===== config.mk =====
export PLATFORM = sky130hd
export DESIGN_NAME = vend_sequencer_flat
export DESIGN_NICKNAME = d
export VERILOG_FILES = /design/src/rtl/vend_sequencer_if.sv /design/src/rtl/vend_sequencer.sv /design/src/flat_wrapper.sv
export SDC_FILE = /design/constraint.sdc
export NUM_CORES = 1
export LEC_CHECK = 0
export ABC_AREA = 1
export BUFFER_PORTS_ARGS = -buffer_cell sky130_fd_sc_hd__buf_2
export CAP_MARGIN = 20
export CORE_UTILIZATION = 50
export DETAILED_ROUTE_END_ITERATION = 12
export GPL_TIMING_DRIVEN = 0
export PLACE_DENSITY_LB_ADDON = 0.25
export SLEW_MARGIN = 20
export SYNTH_ARGS = -nofsm -noshare
export SYNTH_HDL_FRONTEND = slang
export SYNTH_SLANG_ARGS = --single-unit

===== constraint.sdc =====
create_clock -name clk -period 5.4 [get_ports clk]
set_input_delay 0.54 -clock clk [delete_from_list [all_inputs] [get_ports clk]]
set_output_delay 0.54 -clock clk [all_outputs]
set_load 0.03 [all_outputs]

===== src/rtl/vend_sequencer_if.sv =====
// Customer/admin bus of the vending purchase controller.
// Slave side is the sequencer; master side drives coins, requests and admin writes.
interface vend_sequencer_if #(
    parameter int NUM_SLOTS = 4,
    parameter int MONEY_W   = 4,
    parameter int SUPPLY_W  = 4,
    parameter int PRICE_W   = 4,
    parameter int QTY_W     = 4,
    parameter int BANK_W    = 11
);
    localparam int SLOT_W = $clog2(NUM_SLOTS);

    logic                mode;
    logic                coin_valid;
    logic [MONEY_W-1:0]  coin_value;
    logic [SLOT_W-1:0]   sel_slot;
    logic [QTY_W-1:0]    qty;
    logic                buy_req;
    logic                cancel_req;
    logic                admin_we;
    logic [SLOT_W-1:0]   admin_slot;
    logic [SUPPLY_W-1:0] admin_supply;
    logic [PRICE_W-1:0]  admin_price;

    logic                busy;
    logic [MONEY_W-1:0]  credit;
    logic                coin_reject;
    logic                dispense_pulse;
    logic [SLOT_W-1:0]   dispense_slot;
    logic                change_valid;
    logic [MONEY_W-1:0]  change_amount;
    logic                redlight;
    logic [BANK_W-1:0]   bank_money;

    modport slave (
        input  mode, coin_valid, coin_value, sel_slot, qty, buy_req, cancel_req,
               admin_we, admin_slot, admin_supply, admin_price,
        output busy, credit, coin_reject, dispense_pulse, dispense_slot,
               change_valid, change_amount, redlight, bank_money
    );

    modport master (
        output mode, coin_valid, coin_value, sel_slot, qty, buy_req, cancel_req,
               admin_we, admin_slot, admin_supply, admin_price,
        input  busy, credit, coin_reject, dispense_pulse, dispense_slot,
               change_valid, change_amount, redlight, bank_money
    );
endinterface


===== src/rtl/vend_sequencer.sv =====
// Vending purchase controller: collects coins, validates a purchase against the
// per-slot stock/price tables, dispenses one item per cycle and returns change.
module vend_sequencer #(
    parameter int NUM_SLOTS = 4,
    parameter int MONEY_W   = 4,
    parameter int SUPPLY_W  = 4,
    parameter int PRICE_W   = 4,
    parameter int QTY_W     = 4,
    parameter int BANK_W    = 11
) (
    input  logic              clk,
    input  logic              rst_n,
    vend_sequencer_if.slave   bus
);
    localparam int SLOT_W = $clog2(NUM_SLOTS);
    localparam int COST_W = PRICE_W + QTY_W;

    typedef enum logic [2:0] {
        S_IDLE, S_COLLECT, S_CHECK, S_DISPENSE, S_CHANGE, S_ERROR
    } state_t;

    state_t              state_q;
    logic [SUPPLY_W-1:0] supply_q [NUM_SLOTS];
    logic [PRICE_W-1:0]  price_q  [NUM_SLOTS];
    logic [MONEY_W-1:0]  credit_q;
    logic [SLOT_W-1:0]   slot_q;
    logic [QTY_W-1:0]    qty_q;
    logic [QTY_W-1:0]    remain_q;
    logic [COST_W-1:0]   cost_q;
    logic [BANK_W-1:0]   bank_q;

    logic                busy_q;
    logic                coin_reject_q;
    logic                dispense_q;
    logic [SLOT_W-1:0]   dispense_slot_q;
    logic                change_valid_q;
    logic [MONEY_W-1:0]  change_amount_q;
    logic                redlight_q;

    logic [MONEY_W:0]    coin_sum_d;
    logic                coin_fits_d;
    logic [MONEY_W-1:0]  credit_acc_d;
    logic [COST_W-1:0]   cost_d;
    logic [BANK_W:0]     bank_sum_d;
    logic [BANK_W-1:0]   bank_add_d;
    logic                check_fail_d;
    logic                late_coin_d;

    // The extra carry bit detects a coin that would overflow the credit register.
    assign coin_sum_d   = {1'b0, credit_q} + {1'b0, bus.coin_value};
    assign coin_fits_d  = ~coin_sum_d[MONEY_W];
    assign credit_acc_d = (bus.coin_valid && coin_fits_d) ? coin_sum_d[MONEY_W-1:0] : credit_q;

    assign cost_d       = COST_W'(price_q[slot_q]) * COST_W'(qty_q);
    assign bank_sum_d   = {1'b0, bank_q} + (BANK_W+1)'(cost_d);
    assign bank_add_d   = bank_sum_d[BANK_W] ? {BANK_W{1'b1}} : bank_sum_d[BANK_W-1:0];
    assign check_fail_d = (qty_q == '0)
                       || (32'(qty_q) > 32'(supply_q[slot_q]))
                       || (cost_d > COST_W'(credit_q));

    assign late_coin_d  = bus.coin_valid && (state_q != S_IDLE) && (state_q != S_COLLECT);

    always_ff @(posedge clk or negedge rst_n) begin
        if (!rst_n) begin
            state_q         <= S_IDLE;
            for (int i = 0; i < NUM_SLOTS; i++) begin
                supply_q[i] <= '0;
                price_q[i]  <= '0;
            end
            credit_q        <= '0;
            slot_q          <= '0;
            qty_q           <= '0;
            remain_q        <= '0;
            cost_q          <= '0;
            bank_q          <= '0;
            busy_q          <= 1'b0;
            coin_reject_q   <= 1'b0;
            dispense_q      <= 1'b0;
            dispense_slot_q <= '0;
            change_valid_q  <= 1'b0;
            change_amount_q <= '0;
            redlight_q      <= 1'b0;
        end else begin
            coin_reject_q  <= late_coin_d;
            dispense_q     <= 1'b0;
            change_valid_q <= 1'b0;
            redlight_q     <= 1'b0;

            case (state_q)
                S_IDLE: begin
                    if (!bus.mode && bus.admin_we) begin
                        supply_q[bus.admin_slot] <= bus.admin_supply;
                        price_q[bus.admin_slot]  <= bus.admin_price;
                    end
                    if (bus.mode && bus.coin_valid) begin
                        credit_q <= bus.coin_value;
                        cost_q   <= '0;
                        state_q  <= S_COLLECT;
                    end
                end
                S_COLLECT: begin
                    if (bus.coin_valid && !coin_fits_d)
                        coin_reject_q <= 1'b1;
                    if (bus.cancel_req) begin
                        change_valid_q  <= 1'b1;
                        change_amount_q <= credit_acc_d;
                        credit_q        <= '0;
                        cost_q          <= '0;
                        busy_q          <= 1'b1;
                        state_q         <= S_CHANGE;
                    end else begin
                        credit_q <= credit_acc_d;
                        if (bus.buy_req) begin
                            slot_q  <= bus.sel_slot;
                            qty_q   <= bus.qty;
                            busy_q  <= 1'b1;
                            state_q <= S_CHECK;
                        end
                    end
                end
                S_CHECK: begin
                    if (check_fail_d) begin
                        cost_q     <= '0;
                        redlight_q <= 1'b1;
                        state_q    <= S_ERROR;
                    end else begin
                        // First item is released on the same edge that enters DISPENSE.
                        cost_q           <= cost_d;
                        bank_q           <= bank_add_d;
                        dispense_q       <= 1'b1;
                        dispense_slot_q  <= slot_q;
                        supply_q[slot_q] <= supply_q[slot_q] - 1'b1;
                        remain_q         <= qty_q - 1'b1;
                        state_q          <= S_DISPENSE;
                    end
                end
                S_DISPENSE: begin
                    if (remain_q != '0) begin
                        dispense_q       <= 1'b1;
                        dispense_slot_q  <= slot_q;
                        supply_q[slot_q] <= supply_q[slot_q] - 1'b1;
                        remain_q         <= remain_q - 1'b1;
                    end else begin
                        change_valid_q  <= 1'b1;
                        change_amount_q <= credit_q - MONEY_W'(cost_q);
                        credit_q        <= '0;
                        state_q         <= S_CHANGE;
                    end
                end
                S_ERROR: begin
                    change_valid_q  <= 1'b1;
                    change_amount_q <= credit_q;
                    credit_q        <= '0;
                    state_q         <= S_CHANGE;
                end
                S_CHANGE: begin
                    cost_q  <= '0;
                    busy_q  <= 1'b0;
                    state_q <= S_IDLE;
                end
                default: begin
                    busy_q  <= 1'b0;
                    state_q <= S_IDLE;
                end
            endcase
        end
    end

    assign bus.busy           = busy_q;
    assign bus.credit         = credit_q;
    assign bus.coin_reject    = coin_reject_q;
    assign bus.dispense_pulse = dispense_q;
    assign bus.dispense_slot  = dispense_slot_q;
    assign bus.change_valid   = change_valid_q;
    assign bus.change_amount  = change_amount_q;
    assign bus.redlight       = redlight_q;
    assign bus.bank_money     = bank_q;
endmodule


===== src/flat_wrapper.sv =====
// flat-port wrapper written by rule: the top's interface ports become plain ports
module vend_sequencer_flat 
#(
    parameter int NUM_SLOTS = 4,
    parameter int MONEY_W   = 4,
    parameter int SUPPLY_W  = 4,
    parameter int PRICE_W   = 4,
    parameter int QTY_W     = 4,
    parameter int BANK_W    = 11
)
  (clk, rst_n, bus_mode, bus_coin_valid, bus_coin_value, bus_sel_slot, bus_qty, bus_buy_req, bus_cancel_req, bus_admin_we, bus_admin_slot, bus_admin_supply, bus_admin_price, bus_busy, bus_credit, bus_coin_reject, bus_dispense_pulse, bus_dispense_slot, bus_change_valid, bus_change_amount, bus_redlight, bus_bank_money);
  vend_sequencer_if #(.NUM_SLOTS(NUM_SLOTS), .MONEY_W(MONEY_W), .SUPPLY_W(SUPPLY_W), .PRICE_W(PRICE_W), .QTY_W(QTY_W), .BANK_W(BANK_W)) bus_i ();
  input  logic clk;
  input  logic rst_n;
  input wire logic [$bits(bus_i.mode)-1:0] bus_mode;
  input wire logic [$bits(bus_i.coin_valid)-1:0] bus_coin_valid;
  input wire logic [$bits(bus_i.coin_value)-1:0] bus_coin_value;
  input wire logic [$bits(bus_i.sel_slot)-1:0] bus_sel_slot;
  input wire logic [$bits(bus_i.qty)-1:0] bus_qty;
  input wire logic [$bits(bus_i.buy_req)-1:0] bus_buy_req;
  input wire logic [$bits(bus_i.cancel_req)-1:0] bus_cancel_req;
  input wire logic [$bits(bus_i.admin_we)-1:0] bus_admin_we;
  input wire logic [$bits(bus_i.admin_slot)-1:0] bus_admin_slot;
  input wire logic [$bits(bus_i.admin_supply)-1:0] bus_admin_supply;
  input wire logic [$bits(bus_i.admin_price)-1:0] bus_admin_price;
  output wire logic [$bits(bus_i.busy)-1:0] bus_busy;
  output wire logic [$bits(bus_i.credit)-1:0] bus_credit;
  output wire logic [$bits(bus_i.coin_reject)-1:0] bus_coin_reject;
  output wire logic [$bits(bus_i.dispense_pulse)-1:0] bus_dispense_pulse;
  output wire logic [$bits(bus_i.dispense_slot)-1:0] bus_dispense_slot;
  output wire logic [$bits(bus_i.change_valid)-1:0] bus_change_valid;
  output wire logic [$bits(bus_i.change_amount)-1:0] bus_change_amount;
  output wire logic [$bits(bus_i.redlight)-1:0] bus_redlight;
  output wire logic [$bits(bus_i.bank_money)-1:0] bus_bank_money;
  assign bus_i.mode = bus_mode;
  assign bus_i.coin_valid = bus_coin_valid;
  assign bus_i.coin_value = bus_coin_value;
  assign bus_i.sel_slot = bus_sel_slot;
  assign bus_i.qty = bus_qty;
  assign bus_i.buy_req = bus_buy_req;
  assign bus_i.cancel_req = bus_cancel_req;
  assign bus_i.admin_we = bus_admin_we;
  assign bus_i.admin_slot = bus_admin_slot;
  assign bus_i.admin_supply = bus_admin_supply;
  assign bus_i.admin_price = bus_admin_price;
  assign bus_busy = bus_i.busy;
  assign bus_credit = bus_i.credit;
  assign bus_coin_reject = bus_i.coin_reject;
  assign bus_dispense_pulse = bus_i.dispense_pulse;
  assign bus_dispense_slot = bus_i.dispense_slot;
  assign bus_change_valid = bus_i.change_valid;
  assign bus_change_amount = bus_i.change_amount;
  assign bus_redlight = bus_i.redlight;
  assign bus_bank_money = bus_i.bank_money;
  vend_sequencer #(.NUM_SLOTS(NUM_SLOTS), .MONEY_W(MONEY_W), .SUPPLY_W(SUPPLY_W), .PRICE_W(PRICE_W), .QTY_W(QTY_W), .BANK_W(BANK_W)) u_core (.clk(clk), .rst_n(rst_n), .bus(bus_i));
endmodule

### Word level (Yosys, flattened, before mapping)

Index checks and enable logic that the tools add are counted.

| word-level totals | value |
|---|---|
| input port bits | 27 |
| word-level logic and storage cells | 140 |
| memories | 0 |
| bits in read-only memories | 0 |
| output and inout port bits | 26 |
| bits in latches | 0 |
| register bits after elaboration | 75 |
| RAM bits | 0 |

| operators by class | value |
|---|---|
| magnitude comparators | 6 |
| bitwise operators | 6 |
| divide/modulo/power cells | 0 |
| shifts and indexed selects | 0 |
| mux-type cells | 55 |
| add/sub/neg operators | 6 |
| multiply operators | 1 |
| equality and inequality tests | 13 |
| reductions and logical operators | 31 |

Operator list:

| cell | count |
|---|---|
| two-way mux 4 bit | 17 |
| bitwise mux 16 bit | 3 |
| two-way mux 16 bit | 3 |
| one-hot mux 16 bit (3 select lines) | 1 |
| one-hot mux 4 bit (4 select lines) | 2 |
| AND reduction 3 bit | 6 |
| binary-select mux 4 bit (select 2 bit) | 2 |
| demux 4 bit (select 2 bit) | 2 |
| two-way mux 3 bit | 5 |
| one-hot mux 3 bit (5 select lines) | 1 |
| adder 11 x 8 -> 12 bit | 1 |
| one-hot mux 4 bit (3 select lines) | 1 |
| nonzero test 4 bit | 3 |
| subtractor 4 x 1 -> 4 bit, second input constant | 3 |
| two-way mux 11 bit | 1 |
| two-way mux 1 bit | 10 |
| nonzero test 3 bit | 3 |
| greater-than comparator 8 x 4 -> 1 bit | 1 |
| logical AND 1 bit | 8 |
| multiplier 4 x 4 -> 8 bit | 1 |
| one-hot mux 4 bit (2 select lines) | 1 |
| equality test 3 x 2 -> 1 bit, second input constant | 2 |
| equality test 3 bit, second input constant | 2 |
| greater-or-equal comparator 3 bit, second input constant | 2 |
| other kinds (23) | 37 |

### Longest topological paths before layout

Gate-level depths: netlist of run 1.

| logic depth | value |
|---|---|
| depth in word-level cells | 9 |
| depth in mapped cells | 27 |
| mapped depth without buffers | 26 |

### Worst setup path before layout of run 1

No wires, ideal clock.

| timing | value |
|---|---|
| path kind | flip-flop to flip-flop |
| start point | register u_core.slot_q[1] |
| end point | register u_core.bank_q[2], in the netlist u_core.bus.bank_money[2] |
| arrival | 4402 ps |
| clock period less this slack | 4525 ps |
| cell stages (with the launch flop) | 23 |
| setup time | 123 ps |
| path slack | 875 ps |
| data required time | 5277 ps |
| buffers on the path | 2 |
| cell sequence | dfrtp_1 buf_4 nor2_1 a22o_1 nor3_1 or2_2 fa_1 inv_1 fa_1 inv_1 fa_1 nand3b_1 nand3_1 nand2_2 ha_1 nand2_1 nand2_1 o21bai_1 nand2_1 and3_1 buf_2 a21boi_0 o21ai_1 |

| between the ends | value |
|---|---|
| longest elaborated chain between the ends | 9 |
| elaborated cells on any way between the ends | 16 |
| those cells by class | 1 x add/sub; 1 x mul; 2 x order compare; 7 x mux; 2 x bitwise; 3 x reduce/logical |

Ends and longest elaborated chain:

| what | RTL line | source |
|---|---|---|
| start, declared | vend_sequencer.sv:26 | `logic [SLOT_W-1:0] slot_q;` |
| start signal, assigned | vend_sequencer.sv:114 | `slot_q <= bus.sel_slot;` |
| NOT 2 -> 3 bit (not written as such) (*) | vend_sequencer.sv:54, vend_sequencer.sv:58 |  |
| binary-select mux 4 bit (select 2 bit), on equally long branches | vend_sequencer.sv:54, vend_sequencer.sv:58 |  |
| two-way mux 4 bit, on equally long branches (2 in a row) | vend_sequencer.sv:54, vend_sequencer.sv:58 |  |
| multiplier 4 x 4 -> 8 bit or greater-than comparator 4 bit (tied branches) | vend_sequencer.sv:54, vend_sequencer.sv:58 |  |
| greater-than comparator 8 x 4 -> 1 bit or logical OR 1 bit (tied branches) | vend_sequencer.sv:59, vend_sequencer.sv:58 |  |
| logical OR 1 bit | vend_sequencer.sv:59 | `\|\| (cost_d > COST_W'(credit_q));` |
| NOT 1 bit (no source line) | -- |  |
| AND reduction 2 bit (no source line) | -- |  |
| end signal, assigned | vend_sequencer.sv:129 | `bank_q <= bank_add_d;` |
| end, declared | vend_sequencer.sv:30 | `logic [BANK_W-1:0] bank_q;` |

Mark *: on every way between the ends. The rest lies on a longest branch, timed or not. The select of a mux whose other input is x is not followed.
A chain may end at the register's enable or synchronous reset.

### Final worst setup path of run 1

Ends and elaborated chain as after synthesis.

==> results of run 1 <==
-- routing by layer --
layer	GRT usage	part of all wire	routed length [um]	vias to the layer above
met2	0.440	0.49	6470	113
met1	0.312	0.45	5950	2321
met5	0	0	0	-
met4	0.0871	0.017	223	0
met3	0.0444	0.043	572	20
li1	-	-	-	2461
-- sequential cells by signal, summed over array words and instances, names as in the netlist --
name / count
u_core.bus.dispense_pulse: 1
u_core.cost_q: 4
u_core.bus.change_amount: 4
u_core.bus.credit: 4
u_core.bus.dispense_slot: 2
u_core.remain_q: 4
u_core.qty_q: 4
u_core.bus.change_valid: 1
u_core.supply_q: 16
u_core.bus.busy: 1
u_core.bus.redlight: 1
u_core.bus.coin_reject: 1
u_core.bus.bank_money: 11
u_core.price_q: 16
u_core.slot_q: 2
u_core.state_q: 3
-- repair_timing --
item                                    in CTS  in global routing
gates resized for setup                      0                  1
buffers inserted                             0                  0
endpoints found under the setup margin       0                  2
hold endpoints to repair                     0                  0
-- cells in the final DEF, fill, tap and decap left out, types with 4 or more instances in the layout --
| master | n |
|---|---|
| nand2_2 | 8 |
| nand4_1 | 22 |
| buf_4 | 5 |
| nand3_4 | 6 |
| nor2_4 | 9 |
| nor2_1 | 47 |
| inv_1 | 73 |
| nand3b_1 | 4 |
| xor2_1 | 8 |
| nor2_2 | 4 |
| a21oi_1 | 29 |
| clkbuf_8 | 10 |
| o21ai_0 | 31 |
| dfrtp_1 | 75 |
| or2_2 | 4 |
| inv_2 | 11 |
| fa_1 | 7 |
| clkinvlp_4 | 4 |
| ha_1 | 37 |
| nand3_1 | 43 |
| a22oi_1 | 4 |
| a22o_1 | 4 |
| o21ai_1 | 10 |
| buf_2 | 56 |
| o22ai_1 | 11 |
| nand2_1 | 206 |
-- cell families after synthesis --
logic type / share of synthesized area
and+or+nand+nor: 0.328
AOI/OAI and AO/OA: 0.121
buffers and inverters: 0.0802
DFF: 0.343
adders and majority gates: 0.110
xor gates and xnor gates: 0.0176
-- worst paths after layout --
path / cells past startpoint / start / slack, ps / to
hold reg to reg: 2 / u_core.supply_q[6]$_DFFE_PN0P_ / 480 / u_core.supply_q[6]$_DFFE_PN0P_
setup / recovery: 22 / u_core.slot_q[1]$_DFFE_PN0P_ / 300 / u_core.bus.bank_money[2]$_DFFE_PN0N_
setup reg to reg: 22 / u_core.slot_q[1]$_DFFE_PN0P_ / 300 / u_core.bus.bank_money[2]$_DFFE_PN0N_
min in group clk: 3 / bus_qty[0] / 420 / u_core.qty_q[0]$_DFFE_PN0P_
max in group asynchronous: 2 / rst_n / 4700 / u_core.supply_q[5]$_DFFE_PN0P_
hold / removal: 1 / rst_n / 110 / u_core.bus.bank_money[2]$_DFFE_PN0N_
-- critical path: cells and delay by family (launching register included) --
family                   cells  cell delay [ps]
AND/OR/NAND/NOR             10             1570
buffers and inverters        4              480
AO/OA/AOI/OAI                4              660
flip-flops                   1              370
adder cells (fa/ha/maj)      4             1880
-- where the power goes --
part	switching (uW)	leakage (uW)	internal (uW)
Clock	238	0.0000815	182
Sequential	145	0.000969	770
Combinational	2010	0.00228	1120
-- cell type report --
cell class / count / area, um2 / share of cell area
Inverter: 86 / 328 / 0.0536
Multi-Input combinational cell: 533 / 3160 / 0.517
Clock inverter: 6 / 47.5 / 0.00777
Sequential cell: 75 / 1880 / 0.307
Clock buffer: 10 / 138 / 0.0225
Timing Repair Buffer: 53 / 283 / 0.0462
Buffer: 14 / 111 / 0.0182
Tap cell: 136 / 170 / 0.0278
-- per-stage QoR --
step | hold slack [ps] | instances | power (uW) | util | instance area (um2)
6_report | 112 | 913 | 4470 | 0.585 | 6120
5_1_grt | 135 | 913 | 4950 | 0.585 | 6120
4_1_cts | 117 | 913 | 4470 | 0.584 | 6110
3_5_place_dp | 459 | 897 | 4020 | 0.566 | 5930
3_3_place_gp | 456 | 896 | 3920 | 0.564 | 5900
2_1_floorplan | 244 | 708 | 3350 | - | 5470
==> results.cfg, run 1 <==
[outcome]
status = completed

[floorplan]
initial_core_util = 0.523
dieArea_mm2 = 0.0114
coreArea_mm2 = 0.0105
num_rows = 37
die_y_um = 107
die_w_um = 107
io_pins = 53

[detailed_routing]
routed_wl_mm = 13.2
initialDrtViolationCount = 318
avgRoutedWirePerCell_um = 14.5
viasPerCell = 5.38
drc_errors = 0
ant_nets = 0
drtPass1Iterations = 4
vias = 4915

[synthesis]
synth_seq_area_share = 0.343
yosys-top-cells-area = dfrtp_1 (34%), nand2_1 (14%), ha_1 (8.5%), inv_1 (5.0%), nand3_1 (3.9%)
ys_seq_elements = 75
ys.flop_type = dfrtp_1
yosysMostFrequentCell = nand2_1
yosysTopAreaCellShare = 0.343
netlist_area_mm2 = 0.00547
syn_inst = 708
yosysWarnings = 0
netlist_top_cells_count = nand2_1 (206), dfrtp_1 (75), inv_1 (73)
synth_async_sr_flop_share = 1.00
synth_cell_types = 52
synth-edff-count = 0
post-synth-top-area-cell = dfrtp_1
syn_area_per_cell_um2 = 7.73
syn_nets = 779

[timing]
fin_crit_ps = 5100
grt_setup_unrepaired = false
max_freq_ghz = 0.196
relSlewSlack = 0.563
tns_ps = 0
hold_viol = 0
timing.clock.skew_ps = 10.0
period_share = 0.944
setup_viol = 0
drv_slew = 0
fin_ws_ps = 301
tightest_slew_ps = 655

[cells_and_area]
antenna_cells = 0
drive_gt1_frac = 0.181
fill_cells = 989
nNetsFinal = 843
area_growth_pct = 11.7

[global_route]
grt_pass1_wl_mm = 22.4
first_global_vias = 4859
grt_usage = 0.252
grt_max_degree = 45
grt_antenna_before_repair = 0
grt_overflow = 0

[clock_tree]
clockRootBuffer = clkbuf_8
cts_buffers = 9
htreeDepth = 3
holdBufCountCts = 0
clk_pin_slew_worst_paths_ps = 90
clock_path_buffers = 2
cts_tree = yes
clock_sinks = 75
clk_latency_ps = 370

[setup_path]
crit_arrival_ps = 5360
setup.worst_path.end_class = flop
startpoint_type = flop
crit_chain = buf_4 > nor2_1 > a22o_1 > nor3_1 > or2_2 > fa_1 > inv_1 > fa_1 > inv_1 > fa_1 > nand3b_1 > nand3_1 > nand2_2 > ha_1 > nand2_1 > nand2_1 > o21bai_1 > nand2_1 > and3_1 > buf_2 > a21boi_0 > o21ai_1
required_ps = 5660
setup.worst_path.class = reg -> reg
slowest_delay_ps = 560
cp_max_fo = 10
crit_path_top_delay_cell = fa_1

[power]
pwr_density_cell_mw_per_mm2 = 731
peakVddDrop_v = 0.000394
total_leakage_power_uw = 0.00333

[placement]
place.gp.congestion = 0.985
place_ws_ps = 332
place_hpwl_mm = 10.3
port_buffers = 52

[hold_path]
worstHoldPathType = in -> async

[run]
drv_cap = 0
(Power assumes the default switching activity.)
==> run 2: changes to the inputs <==
--- a/config.mk
+++ b/config.mk
@@ -12,6 +12,7 @@
 export DETAILED_ROUTE_END_ITERATION = 12
 export GPL_TIMING_DRIVEN = 0
 export PLACE_DENSITY_LB_ADDON = 0.25
+export RECOVER_POWER = 50
 export SLEW_MARGIN = 20
 export SYNTH_ARGS = -nofsm -noshare
 export SYNTH_HDL_FRONTEND = slang
==> run 2 against run 1 <==
- the flow now finishes with violations (max-capacitance violations, max-slew violations)
- non-clock buffer count did not move
- setup slack improved by 11 ps
- count of clock-buffer cells in the layout did not move
- via count fell by 0.16%
- clock skew fell by 0.77 ps
- register-to-register slack barely moved
- design area fell by 0.70%
- combinational power barely moved
- first-iteration DRC count rose by 4.1%
- critical path type unchanged
==> results.cfg, run 2 (synthesis gave the netlist of run 1 again) <==
[placement]
place_hpwl_mm = 10.3
place.gp.congestion = 0.985
port_buffers = 52

[floorplan]
num_rows = 37
initial_core_util = 0.523
dieArea_mm2 = 0.0114
die_y_um = 107
die_w_um = 107
io_pins = 53
coreArea_mm2 = 0.0105

[setup_path]
setup.worst_path.class = reg -> reg
cp_max_fo = 10
required_ps = 5660
startpoint_type = flop
crit_arrival_ps = 5350
setup.worst_path.end_class = flop

[detailed_routing]
vias = 4907
drc_errors = 0
viasPerCell = 5.37
drtPass1Iterations = 5
routed_wl_mm = 13.2
initialDrtViolationCount = 331
ant_nets = 0
avgRoutedWirePerCell_um = 14.5

[timing]
tns_ps = 0
hold_slack_ps = 420
relSlewSlack = -0.576
fin_crit_ps = 5090
tightest_slew_ps = 2360
period_share = 0.942
max_freq_ghz = 0.197
drv_slew = 78
grt_setup_unrepaired = false
timing.clock.skew_ps = 9.23
setup_viol = 0
hold_viol = 0

[global_route]
first_global_vias = 4859
grt_max_degree = 45
grt_antenna_before_repair = 0
grt_pass1_wl_mm = 22.4
grt_overflow = 0
grt_usage = 0.252

[cells_and_area]
antenna_cells = 0
final_cell_mix = nand2_1 (206), dfrtp_1 (75), inv_1 (73)
nNetsFinal = 843
drive_gt1_frac = 0.162
layout_commonest_cell = nand2_1
area_growth_pct = 10.9
fill_cells = 998

[clock_tree]
clock_path_buffers = 2
clockRootBuffer = clkbuf_8
holdBufCountCts = 0
clock_sinks = 75
post_cts_buffers = 0
cts_resized = 0
htreeDepth = 3
cts_tree = yes
clk_pin_slew_worst_paths_ps = 90
clk_latency_ps = 370
cts_buffers = 9

[power]
total_leakage_power_uw = 0.00327
peakVddDrop_v = 0.000394
pwr_density_cell_mw_per_mm2 = 733

[outcome]
status = finished, violations left
violations = max-capacitance violations, max-slew violations

[hold_path]
worstHoldPathType = in -> reg

[run]
drv_cap = 2
run 2: cell count changes in the layout (fill, tap and decap cells not counted), sizes merged:
cell    before  now
buf         66   52
clkbuf      11   25
run 2: final timing paths:
check                                               start                                   end  slack [ps]  depth (start not counted)
hold / removal                                 bus_qty[0]           u_core.qty_q[0]$_DFFE_PN0P_         420                          3
setup reg to reg             u_core.slot_q[1]$_DFFE_PN0P_  u_core.bus.bank_money[2]$_DFFE_PN0N_         310                         22
max in group asynchronous                           rst_n         u_core.state_q[1]$_DFFE_PN0P_        1780                          2
setup / recovery             u_core.slot_q[1]$_DFFE_PN0P_  u_core.bus.bank_money[2]$_DFFE_PN0N_         310                         22
min in group asynchronous                           rst_n  u_core.bus.bank_money[2]$_DFFE_PN0N_         650                          1
hold reg to reg            u_core.supply_q[6]$_DFFE_PN0P_        u_core.supply_q[6]$_DFFE_PN0P_         480                          2
run 2: worst max-delay path, cell delays in order (launching register included):
cell and delay [ps]:
dfrtp_1 370, buf_4 180, nor2_1 400, a22o_1 200, nor3_1 100, or2_2 310, fa_1 540, inv_1 50
fa_1 560, inv_1 70, fa_1 440, nand3b_1 200, nand3_1 110, nand2_2 90, ha_1 340, nand2_1 80
nand2_1 60, o21bai_1 170, nand2_1 80, and3_1 130, buf_2 190, a21boi_0 210, o21ai_1 80
run 2: layout make-up:
class / instances / area (um2) / share of cell area
Timing Repair Buffer: 53 / 248 / 0.0408
Multi-Input combinational cell: 533 / 3150 / 0.519
Buffer: 14 / 111 / 0.0183
Clock inverter: 6 / 47.5 / 0.00783
Sequential cell: 75 / 1880 / 0.309
Tap cell: 136 / 170 / 0.0280
Inverter: 86 / 328 / 0.0540
Clock buffer: 10 / 138 / 0.0227
run 2: per-stage QoR:
step,power (uW),area (um2),util,worst slack (ps),cells
CTS,4470,6110,0.584,274,913
finish,4450,6070,0.580,312,913
global route,4940,6070,0.580,27.3,913
floorplan,3350,5470,-,875,708
global placement,3920,5900,0.564,351,896
detailed placement,4020,5930,0.566,332,897
run 2: metal layers:
layer  wire length [um]  part of all wire  up-vias  GRT usage
met3                579             0.044       17     0.0444
li1                   -                 -     2466          -
met2               6510              0.49      103      0.440
met1               5930              0.45     2321      0.312
met5                  0                 0        -          0
met4                209             0.016        0     0.0871
run 2: power breakdown:
part           switching (uW)  total, uW  leakage [uW]  internal [uW]
clock                     238        420     0.0000815            182
combinational            2000       3110       0.00222           1110
sequential                145        915      0.000969            771
==> run 3: changes to the inputs <==
--- a/config.mk
+++ b/config.mk
@@ -6,14 +6,13 @@
 export NUM_CORES = 1
 export LEC_CHECK = 0
 export ABC_AREA = 1
-export BUFFER_PORTS_ARGS = -buffer_cell sky130_fd_sc_hd__buf_2
+export BUFFER_PORTS_ARGS = -buffer_cell sky130_fd_sc_hd__clkbuf_2
 export CAP_MARGIN = 20
 export CORE_UTILIZATION = 50
 export DETAILED_ROUTE_END_ITERATION = 12
 export GPL_TIMING_DRIVEN = 0
 export PLACE_DENSITY_LB_ADDON = 0.25
 export RECOVER_POWER = 50
-export SLEW_MARGIN = 20
 export SYNTH_ARGS = -nofsm -noshare
 export SYNTH_HDL_FRONTEND = slang
 export SYNTH_SLANG_ARGS = --single-unit
==> run 3 against run 2 <==
- the run still ends with max-capacitance violations, max-slew violations left
- sequential power about the same
- routed wire length down 1.3%
- power barely moved
- sequential cell count is the same
- hold slack hardly changed
- critical path depth stayed put
- via count up 0.84%
- cell count unchanged
- critical endpoint unchanged
- largest power group unchanged
==> results.cfg, run 3 (synthesis gave the netlist of run 1 again) <==
[hold_path]
worstHoldPathType = in -> reg
hold_depth = 3
hold_path_end = u_core.bus.coin_reject$_DFF_PN0_
worstHoldStart = bus_coin_valid

[global_route]
grt_pass1_wl_mm = 22.1
grt_antenna_before_repair = 0
first_global_vias = 4736
grt_overflow = 0
grt_usage = 0.248
grt_max_degree = 45

[setup_path]
regToRegStartpoint = u_core.slot_q[1]$_DFFE_PN0P_
setup.worst_path.end_class = flop
crit_path_top_delay_cell = fa_1
crit_arrival_ps = 5300
setup.worst_path.class = reg -> reg
crit_top_cell = inv_1
required_ps = 5660
crit_buf_inv = 7
crit_family = adder cells
startpoint = u_core.slot_q[1]$_DFFE_PN0P_
slowest_delay_ps = 560
regToRegEndpoint = u_core.bus.bank_money[2]$_DFFE_PN0N_
r2r_cells = 22
crit_chain = buf_4 > inv_2 > nor2_2 > inv_1 > nor2_1 > nor3_1 > or2_2 > fa_1 > inv_1 > fa_1 > inv_1 > fa_1 > xor2_1 > inv_1 > ha_1 > a21oi_1 > o21bai_1 > nand2_1 > and3_1 > buf_2 > a21boi_0 > o21ai_1
cp_max_fo = 10
rrSetupSlack_ps = 360
startpoint_type = flop

[cells_and_area]
fill_cells = 1044
final_util = 0.582
nNetsFinal = 843
area_growth_pct = 11.2
drive_gt1_frac = 0.163
layout_commonest_cell = nand2_1
final_cell_mix = nand2_1 (206), dfrtp_1 (75), inv_1 (73)
antenna_cells = 0

[detailed_routing]
routed_wl_mm = 13.1
avgRoutedWirePerCell_um = 14.3
drtPass1Iterations = 4
ant_nets = 0
vias = 4948
viasPerCell = 5.42
drc_errors = 0
initialDrtViolationCount = 316

[clock_tree]
clk_latency_ps = 380
clock_sinks = 75
htreeDepth = 3
cts_tree = yes
holdBufCountCts = 0
clk_pin_slew_worst_paths_ps = 100
clockRootBuffer = clkbuf_8
post_cts_buffers = 0
clock_path_buffers = 2
cts_buffers = 9
cts_resized = 0

[floorplan]
dieArea_mm2 = 0.0114
die_y_um = 107
num_rows = 37
die_w_um = 107
io_pins = 53
initial_core_util = 0.523
coreArea_mm2 = 0.0105

[timing]
grt_setup_unrepaired = false
max_freq_ghz = 0.198
tightest_slew_ps = 2330
fin_crit_ps = 5040
timing.clock.skew_ps = 16.4
hold_slack_ps = 420
tns_ps = 0
setup_viol = 0
drv_slew = 78
relSlewSlack = -0.555
hold_viol = 0
period_share = 0.934

[run]
drv_cap = 2

[outcome]
status = finished, violations left
violations = max-capacitance violations, max-slew violations

[placement]
place.gp.congestion = 0.992
port_buffers = 52
place_hpwl_mm = 10.3

[power]
pwr_density_cell_mw_per_mm2 = 731
total_leakage_power_uw = 0.00329
peakVddDrop_v = 0.000361
run 3: routing by layer:
metal,track usage,share of wire
met1,0.305,0.44
met2,0.442,0.50
met3,0.0371,0.045
met4,0.0802,0.011
met5,0,0
run 3: how the worst max path moves through the flow:
stage                     slack, ps                                    to  cells after the start
final                           360  u_core.bus.bank_money[2]$_DFFE_PN0N_                     22
after global routing             10  u_core.bus.bank_money[9]$_DFFE_PN0N_                     25
after CTS                       300  u_core.bus.bank_money[2]$_DFFE_PN0N_                     22
after detailed placement        340  u_core.bus.bank_money[2]$_DFFE_PN0N_                     20
after global placement          350  u_core.bus.bank_money[2]$_DFFE_PN0N_                     20
after floorplan                 870  u_core.bus.bank_money[2]$_DFFE_PN0N_                     22
run 3: area by class of cell:
class / instances / area [um2] / share of cell area
inverters: 86 / 328 / 0.0539
clock buffers: 10 / 138 / 0.0226
flip-flops and latches: 75 / 1880 / 0.308
well taps: 136 / 170 / 0.0280
plain buffers: 14 / 111 / 0.0183
repair buffers: 53 / 248 / 0.0407
clock inverters: 6 / 53.8 / 0.00884
multi-input cells: 533 / 3160 / 0.519
run 3: metrics by stage:
step	setup WS, ps	cells	power [uW]	cell area, um2
2_1_floorplan	875	708	3350	5470
3_3_place_gp	354	896	3920	5900
3_5_place_dp	340	897	4010	5930
4_1_cts	300	913	4460	6120
5_1_grt	12.6	913	4900	6080
6_report	358	913	4450	6080
run 3: power breakdown:
group / internal [uW] / switching, uW
Combinational: 1110 / 1990
Sequential: 771 / 145
Clock: 188 / 247
Total: 2070 / 2380
run 3: tightest hold or removal path: stages:
cell	delay, ps
clkbuf_2	100
o211ai_1	90
inv_1	40
